[config.mk]
export PLATFORM = sky130hd
export DESIGN_NAME = full_adder_16bits
export DESIGN_NICKNAME = d
export VERILOG_FILES = /design/src/rtl/full_adder_16bits.sv
export SDC_FILE = /design/constraint.sdc
export NUM_CORES = 1
export LEC_CHECK = 0
export ABC_AREA = 1
export BUFFER_PORTS_ARGS = -buffer_cell sky130_fd_sc_hd__buf_2
export CORE_MARGIN = 2
export CORE_UTILIZATION = 37
export DETAILED_ROUTE_END_ITERATION = 8
export PLACE_DENSITY_LB_ADDON = 0.3
export SLEW_MARGIN = 20
export SYNTH_ARGS = -nofsm -noshare
export SYNTH_HDL_FRONTEND = slang
export SYNTH_SLANG_ARGS = --single-unit
[constraint.sdc]
create_clock -name clk -period 6.7 [get_ports clk]
set_input_delay 1.005 -clock clk [delete_from_list [all_inputs] [get_ports clk]]
set_output_delay 1.005 -clock clk [all_outputs]
set_load 0.02 [all_outputs]
[src/rtl/full_adder_16bits.sv]
// One-bit full-adder cell; the ripple stage of the 16-bit add pipeline.
// Latency: purely combinational, zero cycles.
// Backpressure: none; output follows inputs continuously.
module full_adder_1bit (
    input  logic a,
    input  logic b,
    input  logic c,
    output logic s,
    output logic co
);
    logic p;

    assign p  = a ^ b;
    assign s  = p ^ c;
    assign co = (a & b) | (c & p);
endmodule

// 16-bit ripple-carry add stage with registered sum, carry-out and carry into bit 15.
// Latency: one core cycle from operands to s/cout/cout_1.
// Backpressure: none; samples a/b/cin on every rising clk edge.
module full_adder_16bits (
    input  logic        clk,
    input  logic        rst,
    input  logic [15:0] a,
    input  logic [15:0] b,
    input  logic        cin,
    output logic [15:0] s,
    output logic        cout,
    output logic        cout_1
);
    localparam int WIDTH = 16;

    // carry[i] is the carry into bit i; carry[WIDTH] leaves the MSB.
    logic [WIDTH:0]   carry;
    logic [WIDTH-1:0] sum;

    assign carry[0] = cin;

    for (genvar i = 0; i < WIDTH; i++) begin : g_cell
        full_adder_1bit u_cell (
            .a  (a[i]),
            .b  (b[i]),
            .c  (carry[i]),
            .s  (sum[i]),
            .co (carry[i+1])
        );
    end

    // cout ^ cout_1 gives signed overflow downstream.
    always_ff @(posedge clk) begin
        if (rst) begin
            s      <= '0;
            cout   <= 1'b0;
            cout_1 <= 1'b0;
        end else begin
            s      <= sum;
            cout   <= carry[WIDTH];
            cout_1 <= carry[WIDTH-1];
        end
    end
endmodule

==> impl_metrics.yaml <==
outcome:
  outcome: "finished, final reports clean"
final_layout:
  antenna_cells: 0
  nets: 184
  area_growth_pct: 40.4
  final_cells: 160
  fin_area_um2: 1210
  drive_gt1_share_pct: 55.3
global_routing:
  grt_use_total_pct: 12.3
  globalRouteMet1Util_pct: 11.4
  overflow: 0
  grt_max_degree: 19
  antenna_found_initial: 0
  grt_pass1_vias: 658
  top_usage_layer: "met2"
  grt_use_met3_pct: 3.71
  grtUsageMet2_pct: 23.0
  grt_pass1_wl_um: 2400
clock_tree:
  tritoncts: "yes"
  cts_buffers: 3
  post-cts-setup-buffer-count: 0
  root_buffer: "clkbuf_4"
  clk_pin_slew_ns: 0.10
  cts_num_sinks: 18
  h-tree-depth: 1
  clock_path_buffers: 2
logic_synthesis:
  synth-adder-area-share_pct: 37.2
  synth_top_family_by_area: "adder cells"
  netlist_area_um2: 861
  synthXorXnorAreaFrac_pct: 0
  syn_avg_cell_area_um2: 11.2
  async_flop_share_pct: 0
  yosysWarnings: 0
  synth_simple_gate_area_share_pct: 7.85
  synthTopCellsByArea: "dfxtp_1 42%, fa_1 37%, inv_1 10%"
  yosys_most_used_dff: "dfxtp_1"
  synth-edff-count: 0
  synth_compound_area_share_pct: 0
  yosysTopAreaCell: "dfxtp_1"
  synth_cell_type_count: 6
  synth_nets: 128
  ys_seq_area_share_pct: 41.9
  muxShareOfSynthArea_pct: 0
  synth_top_cell_area_share_pct: 41.9
  ys_ff_latch: 18
  syn_inst: 77
  synth_most_common_cell: "inv_1"
  yosys-top-cells-count: "23 x inv_1, 18 x dfxtp_1, 18 x nor2_1"
critical_path:
  critPathArrivalTime_ns: 6.79
  worst_setup_path_end_kind: "flop"
  crit_path_max_fanout: 2
  worst-setup-path-type: "in2reg"
  crit_chain: "buf_2 -> fa_2 -> fa_2 -> fa_2 -> fa_2 -> fa_2 -> fa_2 -> fa_2 -> fa_2 -> fa_2 -> inv_2 -> fa_1 -> inv_1 -> fa_2 -> fa_2 -> fa_2 -> fa_2 -> inv_2 -> fa_2 -> inv_1 -> fa_1 -> inv_1 -> nor2_1"
  worst_path_max_delay_cell: "fa_1"
  cp.required_ns: 6.93
  slowest_delay_ns: 0.47
  crit_path_start_kind: "input pin"
  cp_common_cell: "fa_2"
sta:
  drv_slew: 0
  grt_setup_unrepaired: "true"
  hold_viol: 0
  max_freq_ghz: 0.152
  setup_violations: 0
  fin_crit_ns: 6.56
  slew_headroom_pct: 79.4
  layout_setup_ws_ns: 0.136
  fin_crit_sh_pct: 98.0
  tightest_slew_ns: 0.309
detailed_routing:
  postRouteAntennaNets: 0
  num_vias: 647
  drt_iter0_markers: 4
  avgViaCountPerCell: 4.04
  drcViolationCount: 0
  drt-total-wl_um: 1450
  first_pass_iters: 2
  wl_per_cell_um: 9.04
placed_design:
  gp_congestion: 0.692
  hpwl_um: 1260
  dpl_cell_area_um2: 1160
  place_ws_ns: -0.296
  portBuffers: 52
  post-place-cells: 156
power:
  pwr-share-seq_pct: 45.7
  p_clk_share_pct: 24.3
  p_sw_mw: 0.0820
  p_leak_nw: 0.656
  comb_power_share_pct: 30.0
  switching_share_pct: 30.5
  p_int_mw: 0.187
  p_per_area_nw_per_um2: 223
  ir_drop_mv: 0.130
floorplan:
  ioPinCount: 53
  die_w_um: 52.2
  die-area_um2: 2730
  coreArea_um2: 2210
  start_util_pct: 38.9
  rows: 17
  die_h_um: 52.2
hold_path:
  min_to: "cout_1$_SDFF_PP0_"
  holdCritPathClass: "in2reg"
  hold_depth: 2
  worst_hold_startpoint: "rst"
job:
  cap_violations: 0
==> area by class of cell <==
cell class | instances | area, um2
multi-input combinational | 34 | 423
timing repair buffer | 53 | 268
clock buffer | 4 | 36.3
inverter | 23 | 86.3
fill | 224 | 1000
sequential | 18 | 360
tap | 28 | 35.0
==> cell usage in the layout, fill, tap and decap left out, drive strengths merged <==
master / count
clkbuf: 4
nor2: 18
fa: 16
inv: 23
buf: 53
dfxtp: 18
==> worst max-delay path by stage <==
| stage | start | to | slack, ns | depth (start not counted) |
|---|---|---|---|---|
| after global placement | a[0] | s[15]$_SDFF_PP0_ | -0.24 | 23 |
| after detailed placement | a[0] | s[15]$_SDFF_PP0_ | -0.30 | 23 |
| final | a[0] | s[15]$_SDFF_PP0_ | 0.14 | 23 |
| after global routing | a[0] | s[15]$_SDFF_PP0_ | -0.05 | 23 |
| after floorplan | a[0] | s[15]$_SDFF_PP0_ | 0.02 | 22 |
| after CTS | a[0] | s[15]$_SDFF_PP0_ | 0.04 | 23 |
==> stage by stage <==
stage	total power [mW]	hold slack, ns	utilization [%]	setup TNS, ns
after floorplan	0.175	1.20	-	0
after detailed placement	0.207	1.37	52.7	-0.494
after CTS	0.272	1.06	54.4	0
after global placement	0.204	1.37	52.7	-0.412
final	0.269	1.06	54.6	0
after global routing	0.291	1.07	54.6	-0.0495
==> layer usage <==
metal / up-vias / wire [um]
li1: 315 / -
met1: 300 / 497
met2: 30 / 768
met3: 2 / 163
met4: 0 / 17
met5: - / 0
==> critical path, delay by kind of cell <==
kind / cells / cell delay (ns)
buffers and inverters: 6 / 0.37
and+or+nand+nor: 1 / 0.08
adders and majority gates: 16 / 5.35
==> registers in the layout (all words and copies together) (netlist names) <==
signal,count
cout,1
cout_1,1
s,16
==> logic make-up (layout without fill, tap and decap cells) <==
kind of cell               Yosys count  count (layout)
buffers and inverters               25              80
DFF                                 18              18
and+or+nand+nor                     18              18
adders and majority gates           16              16
==> power by group through the flow <==
stage / registers (mW) / logic, mW / clock network, mW
2_1_floorplan: 0.144 / 0.0312 / 0
6_report: 0.123 / 0.0807 / 0.0654
3_5_place_dp: 0.126 / 0.0813 / 0
4_1_cts: 0.123 / 0.0815 / 0.0674
3_3_place_gp: 0.125 / 0.0785 / 0
5_1_grt: 0.125 / 0.0938 / 0.0724
==> repair_timing <==
item	4_1_cts	5_1_grt
endpoints found under the setup margin	1	2
pin swaps	2	1
hold buffers	0	0
resized for setup	1	4
Note: power is estimated with default switching activity, not from simulation.
